## config.mk

```make
export PLATFORM = sky130hd
export DESIGN_NAME = avst_pkt_rx
export DESIGN_NICKNAME = d
export VERILOG_FILES = /design/src/rtl/avst_pkt_rx.sv
export SDC_FILE = /design/constraint.sdc
export NUM_CORES = 1
export LEC_CHECK = 0
export CAP_MARGIN = 20
export CORE_UTILIZATION = 45
export CTS_CLUSTER_DIAMETER = 100
export DETAILED_ROUTE_END_ITERATION = 10
export GPL_TIMING_DRIVEN = 0
export REMOVE_ABC_BUFFERS = 1
export SETUP_SLACK_MARGIN = 0.2
export SYNTH_ARGS = -nofsm -noshare
export SYNTH_HDL_FRONTEND = slang
export SYNTH_SLANG_ARGS = --single-unit
```

## constraint.sdc

```tcl
create_clock -name clk -period 3.93 [get_ports clk]
set_input_delay 0.5895 -clock clk [delete_from_list [all_inputs] [get_ports clk]]
set_output_delay 0.5895 -clock clk [all_outputs]
set_load 0.005 [all_outputs]
```

## src/rtl/avst_pkt_rx.sv

```systemverilog
`default_nettype none
// ============================================================================
// Module      : avst_pkt_rx
// Description : Avalon-ST packet sink with FWFT byte FIFO and per-packet
//               beat-count / byte-sum status record held until acknowledged.
// Revision    : 1.0 - initial release
// ============================================================================
module avst_pkt_rx #(
    parameter int DATA_W = 8,
    parameter int DEPTH  = 16,
    parameter int LEN_W  = 8
) (
    input  logic              clk,
    input  logic              reset_n,
    input  logic [DATA_W-1:0] data_in,
    input  logic              end_in,
    input  logic              valid_in,
    output logic              ready_in,
    input  logic              rd_en,
    output logic [DATA_W-1:0] rd_data,
    output logic              rd_end,
    output logic              rd_empty,
    output logic              pkt_valid,
    output logic [LEN_W-1:0]  pkt_len,
    output logic [DATA_W-1:0] pkt_sum,
    output logic              pkt_err,
    input  logic              pkt_ack
);

    localparam int AW = $clog2(DEPTH);
    localparam logic [AW:0]      FULL_CNT = (AW + 1)'(DEPTH);
    localparam logic [LEN_W-1:0] LEN_MAX  = '1;

    localparam logic [1:0] S_IDLE   = 2'd0;
    localparam logic [1:0] S_IN_PKT = 2'd1;
    localparam logic [1:0] S_HOLD   = 2'd2;

    logic [1:0]        state_q, state_d;
    logic              run_q;
    logic [AW-1:0]     wr_ptr_q, rd_ptr_q;
    logic [AW:0]       count_q, count_d;
    logic [DATA_W:0]   mem_q [DEPTH];
    logic [LEN_W-1:0]  len_acc_q, len_acc_d, pkt_len_q, pkt_len_d;
    logic [DATA_W-1:0] sum_acc_q, sum_acc_d, pkt_sum_q, pkt_sum_d;
    logic              err_acc_q, err_acc_d, pkt_err_q, pkt_err_d;

    logic              push, pop, full, len_sat;
    logic [DATA_W:0]   head;

    assign full      = (count_q == FULL_CNT);
    assign rd_empty  = (count_q == '0);
    assign pkt_valid = (state_q == S_HOLD);
    // Depends on registered state only, so sources may look at it combinationally.
    assign ready_in  = run_q & ~full & ~pkt_valid;
    assign push      = valid_in & ready_in;
    assign pop       = rd_en & ~rd_empty;
    assign head      = mem_q[rd_ptr_q];
    assign rd_data   = rd_empty ? '0 : head[DATA_W-1:0];
    assign rd_end    = rd_empty ? 1'b0 : head[DATA_W];
    assign pkt_len   = pkt_len_q;
    assign pkt_sum   = pkt_sum_q;
    assign pkt_err   = pkt_err_q;
    assign len_sat   = (len_acc_q == LEN_MAX);

    always_comb begin
        state_d   = state_q;
        len_acc_d = len_acc_q;
        sum_acc_d = sum_acc_q;
        err_acc_d = err_acc_q;
        pkt_len_d = pkt_len_q;
        pkt_sum_d = pkt_sum_q;
        pkt_err_d = pkt_err_q;
        count_d   = count_q;

        if (push) begin
            // Saturate the counter on overflow but keep summing and storing.
            len_acc_d = len_sat ? len_acc_q : len_acc_q + 1'b1;
            err_acc_d = err_acc_q | len_sat;
            sum_acc_d = sum_acc_q + data_in;
            state_d   = S_IN_PKT;
            if (end_in) begin
                pkt_len_d = len_acc_d;
                pkt_sum_d = sum_acc_d;
                pkt_err_d = err_acc_d;
                len_acc_d = '0;
                sum_acc_d = '0;
                err_acc_d = 1'b0;
                state_d   = S_HOLD;
            end
        end else if (pkt_valid && pkt_ack) begin
            state_d = S_IDLE;
        end

        case ({push, pop})
            2'b10:   count_d = count_q + 1'b1;
            2'b01:   count_d = count_q - 1'b1;
            default: count_d = count_q;
        endcase
    end

    always_ff @(posedge clk or negedge reset_n) begin
        if (!reset_n) begin
            state_q   <= S_IDLE;
            run_q     <= 1'b0;
            wr_ptr_q  <= '0;
            rd_ptr_q  <= '0;
            count_q   <= '0;
            len_acc_q <= '0;
            sum_acc_q <= '0;
            err_acc_q <= 1'b0;
            pkt_len_q <= '0;
            pkt_sum_q <= '0;
            pkt_err_q <= 1'b0;
        end else begin
            state_q   <= state_d;
            run_q     <= 1'b1;
            count_q   <= count_d;
            len_acc_q <= len_acc_d;
            sum_acc_q <= sum_acc_d;
            err_acc_q <= err_acc_d;
            pkt_len_q <= pkt_len_d;
            pkt_sum_q <= pkt_sum_d;
            pkt_err_q <= pkt_err_d;
            if (push) wr_ptr_q <= wr_ptr_q + 1'b1;
            if (pop)  rd_ptr_q <= rd_ptr_q + 1'b1;
        end
    end

    // Storage needs no reset: contents are masked by rd_empty.
    always_ff @(posedge clk) begin
        if (push) mem_q[wr_ptr_q] <= {end_in, data_in};
    end

endmodule
`default_nettype wire

```

Word-level counts from Yosys, hierarchy flattened
Memories as Yosys holds them, arrays and structs flattened.
Cells that the tools add are included.
- register bits: 50
- bits in writable memories: 144
- input port bits: 14
- output and inout port bits: 29
- logic and storage cells: 48
- memories: 1
- memories (name ; words ; width ; read ports ; clocked after memory_dff ; wr ports ; line ; RTL):
    mem_q ; 16 ; 9 ; 1 ; 0 ; 1 ; 42 ; logic [DATA_W:0] mem_q [DEPTH];
- add/subtract/negate cells: 6
- eq/ne operators: 5
- mux-type cells: 12
- bitwise gates (word level): 8
- reductions and logical operators: 5
- operators with widths (operator ; count):
    $mux W8 ; 4
    $pmux W5 S2 ; 1
    $add A4 B1 Y4 const B ; 2
    $add A8 B1 Y8 const B ; 1
    $add A8 B8 Y8 ; 1
    $eq A8 B8 Y1 const B ; 1
    $mux W2 ; 3
    $add A5 B1 Y5 const B ; 1
    $eq A5 B5 Y1 const B ; 1
    $logic_not A5 Y1 ; 1
    $sub A5 B1 Y5 const B ; 1
    $and A1 B1 Y1 ; 4
    $eq A2 B2 Y1 const B ; 2
    $mux W1 ; 4
    $reduce_bool A2 Y1 ; 2
    $not A1 Y1 ; 3
    $eq A2 B1 Y1 const B ; 1
    $reduce_and A2 Y1 ; 1
    $logic_and A1 B1 Y1 ; 1
    $or A1 B1 Y1 ; 1

Longest topological paths before layout
Gate-level depths: netlist of the first run.
- depth in word-level cells: 7
- mapped depth: 14
- gate-level depth less buffers: 11

Least setup slack after synthesis of the first run
Ideal clock, no wire load.
- path type: register to register
- start point: reg count_q[1]
- end point: reg count_q[4]
- arrival: 2.555 ns
- required time: 3.803 ns
- slack: 1.248 ns
- cell stages (with the launch flop): 15
- buffers on the path: 3
- clock period less this slack: 2.682 ns
- path through: dfrtp_1 > buf_6 > nor4_4 > a211oi_4 > inv_2 > buf_2 > ha_1 > clkbuf_1 > xor2_1 > ha_1 > nor2b_1 > o21ai_0 > a31oi_1 > nor2_1 > xor2_1
- longest elaborated chain between the ends: 7
- elaborated cells between the ends (all ways): 14
- ends and longest elaborated chain (element ; line ; RTL):
    start, declared ; 41 ; logic [AW:0] count_q, count_d;
    start signal, assigned ; 117 ; count_q <= count_d;
    $eq A5 B5 Y1 ; 50 ; assign full = (count_q == FULL_CNT);
    $not A1 Y1 ; 54 ; assign ready_in = run_q & ~full & ~pkt_valid;
    $and A1 B1 Y1 (2 in series) ; 54 ;
    $and A1 B1 Y1 ; 55 ; assign push = valid_in & ready_in;
    $eq A2 B1 Y1 / $eq A2 B2 Y1 (equally long branches) ; 94 ; case ({push, pop})
    $pmux W5 S2 / $reduce_bool A2 Y1 (equally long branches) ; - ;
Several ways; a longest one is shown, not always the timed one.
A chain may end at the register's enable or synchronous reset.

Worst setup path in the final report of the first run
- start point: reg rd_ptr_q[0]
- end point: out rd_data[5]
- longest elaborated chain between the ends: 2
- ends and longest elaborated chain (element ; line ; RTL):
    start, declared ; 40 ; logic [AW-1:0] wr_ptr_q, rd_ptr_q;
    start signal, assigned ; 125 ; if (pop) rd_ptr_q <= rd_ptr_q + 1'b1;
    $mem_v2 Z16 W9 ; - ;
    $mux W8 ; 58 ; assign rd_data = rd_empty ? '0 : head[DATA_W-1:0];
    end, declared ; 20 ; output logic [DATA_W-1:0] rd_data,
Every way passes these cells.

==> flow_summary.json, run 1 <==
{
  "status": "complete, no violations",
  "combPwrFrac_pct": 31.2,
  "p_clk_share_pct": 27.2,
  "intPower_uw": 4644,
  "postRouteAntennaNets": 0,
  "ys_warn_count": 0,
  "max_stage_delay_ps": 760,
  "whs_ps": 53.02,
  "tritoncts": "yes",
  "gp_congestion": 0.7877,
  "synth_area_leaders": "edfxtp_1 (52%), dfrtp_1 (15%), mux4_2 (9.8%), ha_1 (2.6%), mux2i_1 (2.4%)",
  "path_buf_inv": 2,
  "diodes": 0,
  "via_count": 4429,
  "crit_fanout": 22,
  "rows": 49,
  "timing.reg2reg.worst_path_depth": 11,
  "drt_iter0_markers": 306,
  "fin_nets": 585,
  "die_area_um2": 18970,
  "synth-seq-cells": 194,
  "placed_cells": 761,
  "synthTopCellsByCount": "edfxtp_1 (144), dfrtp_1 (50), nand2_1 (41), mux4_2 (36), o21ai_0 (27)",
  "synth_edf_count": 144,
  "grt_pass1_vias": 4477,
  "maxCapViolCount": 0,
  "rsz0062_at_grt": "no",
  "synth_top_area_cell": "edfxtp_1",
  "final_area_um2": 9558,
  "ios": 43,
  "hold_buffers": 0,
  "synth_most_common_cell": "edfxtp_1",
  "root_buffer": "clkbuf_16",
  "dpl-instance-area_um2": 8915,
  "clock_skew_ps": 9.485,
  "finalCriticalPeriod_ps": 3533,
  "numCtsBuffers": 17,
  "wl_per_cell_um": 20.47,
  "worst_setup_path_end_kind": "output port",
  "grt_antenna_before_repair": 0,
  "dieHeight_um": 137.7,
  "clk_pin_slew_worst_paths_ps": 70,
  "top_layer": "met4",
  "path_cells": "buf_12, mux4_2, mux2i_1, o22ai_1, clkdlybuf4s50_1",
  "h-tree-depth": 4,
  "hpwl_um": 9977,
  "powerDensity_nw_per_um2": 690.9,
  "setup_viol_count_final": 0,
  "post-route-period-util_pct": 89.90,
  "via_per_inst": 5.571,
  "wl_um": 16270,
  "synth.yosys.seq_area_share_pct": 67.26,
  "routed-wl-met2_um": 8205,
  "coreArea_um2": 18020,
  "max-clock-path-buffers": 2,
  "syn_inst": 513,
  "synth_top_area_share_pct": 52.17,
  "drive_gt1_share_pct": 15.55,
  "grt_pass1_wl_um": 24880,
  "cp.arrival_ps": 2940,
  "drt-met1-wl_um": 7250,
  "drc": 0,
  "dieWidth_um": 137.7,
  "finalHoldViolations": 0,
  "ys.flop_type": "edfxtp_1",
  "start_util_pct": 45.99,
  "area_growth_syn_to_layout_pct": 15.31,
  "timing.fmax_ghz": 0.2830,
  "io_buffers": 42,
  "synth_area_um2": 8289,
  "cp_top_family": "multiplexers",
  "grt_overflow": 0,
  "ctsResizeCount": 0,
  "grt_max_degree": 39,
  "synth.avg_cell_area_um2": 16.16,
  "cp_slowest_cell": "dfrtp_2",
  "ir_drop_v": 0.0004576,
  "timing.final.max_slew_violations": 0,
  "worst_pin_slew_ps": 750.0,
  "drtPass1Iterations": 4,
  "clk_latency_ps": 430,
  "async_flop_share_pct": 25.77,
  "synth_cell_types": 51,
  "cp_num_cells": 5,
  "p_sw_uw": 1959,
  "fillers": 1473,
  "start_kind": "flop",
  "max-slew-margin-rel_pct": 49.91,
  "swShare_pct": 29.67,
  "min_path_type": "in2async",
  "grt_util_all_layers_pct": 18.53,
  "p_leak_uw": 0.003421,
  "p_seq_share_pct": 41.6,
  "setup.worst_path.class": "reg2out",
  "dr_wl_met3_um": 635,
  "critPathRequiredTime_ps": 3340,
  "instances_no_fill": 795,
  "clock-sinks": 194
}
## cells in the final DEF, fill, tap and decap left out, types with 17 or more instances in the layout
cell	Yosys	final
mux4_2	36	36
clkbuf_16	0	17
ha_1	17	17
mux2i_1	20	20
edfxtp_1	144	144
a21oi_1	20	20
o21ai_0	27	27
nand2_1	41	41
dfrtp_1	50	48
clkdlybuf4s50_1	0	41
## flip-flops by register name, summed over array words and instances (netlist names)
signal     count
sum_acc_q      8
mem_q        144
pkt_sum        8
len_acc_q      8
pkt_err        1
err_acc_q      1
wr_ptr_q       4
run_q          1
count_q        5
state_q        2
pkt_len        8
rd_ptr_q       4
## final timing paths
kind	slack, ps	to	start
max	400	rd_data[5]	rd_ptr_q[0]$_DFFE_PN0P_
min	50	pkt_len[7]$_DFFE_PN0P_	reset_n
max reg2reg	720	count_q[4]$_DFFE_PN0P_	count_q[1]$_DFFE_PN0P_
min reg2reg	480	pkt_len[4]$_DFFE_PN0P_	pkt_len[4]$_DFFE_PN0P_
max in group asynchronous	3330	rd_ptr_q[0]$_DFFE_PN0P_	reset_n
min in group clk	480	pkt_len[4]$_DFFE_PN0P_	pkt_len[4]$_DFFE_PN0P_
## cell type report
type	instances	area, um^2	share of cell area [%]
tap	229	286.5	2.998
clock buffer	18	429.2	4.490
sequential	194	5578	58.36
inverter	8	30.03	0.3142
timing repair buffer	47	518.0	5.420
multi-input combinational	285	2530	26.47
clock inverter	14	186.4	1.951
## cells by family (layout without fill, tap and decap cells)
kind of cell,after synthesis,after routing,synth area share [%]
compound gates,84,85,6.219
other cells,1,1,0.04524
buf+inv,35,87,2.370
fa+ha+maj,18,18,2.808
xor+xnor,20,20,2.279
mux,61,61,12.92
flops,194,194,67.26
simple gates,100,100,6.098
## metal layers
layer	up-vias	global-route usage, %
li1	2053	-
met1	2270	24.16
met2	89	30.88
met3	17	3.790
met4	0	6.341
met5	-	0
## metrics by stage
step / worst slack, ps / utilization, % / power [uW] / TNS (ps)
global placement: -481.8 / 48.99 / 4777 / -3696
finish: 396.7 / 53.03 / 6603 / 0
global route: 208.3 / 53.03 / 6951 / 0
detailed placement: 14.53 / 49.46 / 4873 / 0
floorplan: 874.4 / - / 4019 / 0
CTS: 271.5 / 52.87 / 6677 / 0
## power by group through the flow
stage	combinational, uW	sequential [uW]	clock (uW)
3_3_place_gp	1830	2940	0
5_1_grt	2260	2790	1910
3_5_place_dp	2090	2790	0
4_1_cts	2100	2750	1830
6_report	2060	2740	1800
2_1_floorplan	1200	2820	0
## timing repair
| item | in CTS | in global routing |
|---|---|---|
| endpoints found under the hold margin | 0 | 0 |
| setup endpoints to repair | 0 | 1 |
| buffers inserted | 0 | 0 |
Note: power is estimated with default switching activity, not from simulation.
==> inputs of run 2 (changes only) <==
--- a/config.mk
+++ b/config.mk
@@ -10,6 +10,7 @@
 export CTS_CLUSTER_DIAMETER = 100
 export DETAILED_ROUTE_END_ITERATION = 10
 export GPL_TIMING_DRIVEN = 0
+export HOLD_SLACK_MARGIN = 0.15
 export REMOVE_ABC_BUFFERS = 1
 export SETUP_SLACK_MARGIN = 0.2
 export SYNTH_ARGS = -nofsm -noshare
==> constraint.sdc (replaced) <==
create_clock -name clk -period 3.4 [get_ports clk]
set_input_delay 0.51 -clock clk [delete_from_list [all_inputs] [get_ports clk]]
set_output_delay 0.51 -clock clk [all_outputs]
set_load 0.005 [all_outputs]
==> run 2 against run 1 <==
Clock skew down 1.2 ps. Sequential share of layout area down 0.26 points. Worst setup slack worse by 47 ps. Global-route usage up 0.33 points. Count of clock-buffer cells in the layout unchanged. Register-to-register slack worse by 330 ps. Combinational power up 20%. Hold slack better by 430 ps. Critical endpoint is now rd_data[0].
==> flow_summary.json, run 2 (same netlist as run 1, synthesis figures left out) <==
{
  "placed_cells": 761,
  "status": "complete, no violations",
  "powerDensity_nw_per_um2": 798.9,
  "hold_path_depth": 2,
  "critPathRequiredTime_ps": 2890,
  "cp_slowest_cell": "nor4_4",
  "hpwl_um": 9977,
  "ir_drop_v": 0.0005311,
  "drive_gt1_share_pct": 16.29,
  "setup.worst_path.class": "reg2out",
  "postRouteAntennaNets": 0,
  "grt_antenna_before_repair": 0,
  "h-tree-depth": 4,
  "grt_util_all_layers_pct": 18.86,
  "top_register": "mem_q",
  "path_buf_inv": 1,
  "grt_pass1_vias": 4528,
  "timing.reg2reg.worst_path_depth": 11,
  "min_path_type": "reg2reg",
  "clk_pin_slew_worst_paths_ps": 70,
  "setup_viol_count_final": 0,
  "worst_setup_path_end_kind": "output port",
  "timing.final.max_slew_violations": 0,
  "p_leak_uw": 0.003445,
  "area_growth_syn_to_layout_pct": 15.86,
  "ios": 43,
  "finalCriticalPeriod_ps": 3050,
  "grt_max_degree": 39,
  "fin_ws_ps": 349.5,
  "numCtsBuffers": 17,
  "clock_skew_ps": 8.275,
  "fin_nets": 590,
  "tritoncts": "yes",
  "die_area_um2": 18970,
  "coreArea_um2": 18020,
  "p_total_uw": 7673,
  "io_buffers": 42,
  "max_stage_delay_ps": 490,
  "final_cell_mix": "edfxtp_1 (144), dfrtp_1 (48), nand2_1 (41), clkdlybuf4s50_1 (41), mux4_2 (36)",
  "max-clock-path-buffers": 2,
  "cp_top_family": "simple AND/OR/NAND/NOR gates",
  "clk_latency_ps": 430,
  "post-route-period-util_pct": 89.72,
  "largest_register_ffs": 144,
  "max-slew-margin-rel_pct": 49.63,
  "diodes": 0,
  "grt_pass1_wl_um": 25300,
  "dieWidth_um": 137.7,
  "worst_pin_slew_ps": 754.1,
  "layout_commonest_cell": "edfxtp_1",
  "rows": 49,
  "rsz0062_at_grt": "no",
  "wl_per_cell_um": 20.42,
  "timing.fmax_ghz": 0.3278,
  "drtPass1Iterations": 4,
  "root_buffer": "clkbuf_16",
  "drc": 0,
  "dp_slack_ps": -436.0,
  "start_util_pct": 45.99,
  "start_kind": "flop",
  "path_cells": "nor4_4, and2b_4, or2_2, o22ai_1, clkdlybuf4s50_1",
  "via_per_inst": 5.546,
  "maxCapViolCount": 0,
  "clock-sinks": 194,
  "via_count": 4437,
  "cp.arrival_ps": 2540,
  "gp_congestion": 0.7877,
  "dieHeight_um": 137.7,
  "grt_overflow": 0,
  "crit_fanout": 9,
  "wl_um": 16340,
  "cp_num_cells": 5,
  "drt_iter0_markers": 348,
  "finalHoldViolations": 0,
  "instances_no_fill": 800
}
## run 2: cell types whose count changed in the layout (fill, tap and decap cells not counted)
cell	before	now
dfrtp_2	2	1
nand2b_2	0	1
nand2b_1	1	0
dfrtp_4	0	1
dlygate4sd3_1	0	1
buf_4	0	4
clkinv_2	2	3
inv_2	1	0
## run 2: report_power, final
part | switching (uW) | internal, uW | total (uW)
clock | 851 | 1230 | 2080
sequential | 276 | 2850 | 3130
combinational | 1150 | 1320 | 2470
total | 2280 | 5400 | 7670
## run 2: worst paths after layout
| kind | from | endpoint | slack (ps) |
|---|---|---|---|
| max | count_q[0]$_DFFE_PN0P_ | rd_data[0] | 350 |
| min | pkt_len[4]$_DFFE_PN0P_ | pkt_len[4]$_DFFE_PN0P_ | 480 |
| max reg2reg | count_q[2]$_DFFE_PN0P_ | count_q[4]$_DFFE_PN0P_ | 390 |
| min reg2reg | pkt_len[4]$_DFFE_PN0P_ | pkt_len[4]$_DFFE_PN0P_ | 480 |
| max in group asynchronous | reset_n | rd_ptr_q[0]$_DFFE_PN0P_ | 2340 |
| min in group asynchronous | reset_n | pkt_len[7]$_DFFE_PN0P_ | 510 |
## run 2: layout make-up
class                      instances  area [um^2]
clock inverter                    14        186.4
tap                              229        286.5
timing repair buffer              52        558.0
inverter                           8        31.28
fill                            1468         8421
multi-input combinational        285         2532
sequential                       194         5580
clock buffer                      18        429.2
## run 2: layer usage
metal  part of all wire (%)  GRT usage [%]
met1                     45          24.36
met2                     50          31.77
met3                    4.3          3.642
met4                   0.65          6.643
met5                      0              0
## run 2: repair_timing
item	CTS	global route
hold buffers	1	0
pin swaps	2	1
endpoints found under the hold margin	12	0
resized for setup	2	1
setup buffers	2	2
endpoints found under the setup margin	11	1
cloned	1	0
## run 2: tightest hold or removal path, delay by kind of cell, from the launching register on
kind | cells | cell delay (ps)
simple gates | 1 | 40
flops | 1 | 350
compound gates | 1 | 60
## run 2: metrics by stage
step,area [um^2],hold WS (ps),setup TNS [ps],util (%)
finish,9604,481.9,0,53.28
global route,9604,500.1,0,53.28
global placement,8830,465.9,-9955,48.99
detailed placement,8915,431.2,-4921,49.46
floorplan,8123,214.4,0,-
CTS,9573,490.9,0,53.11
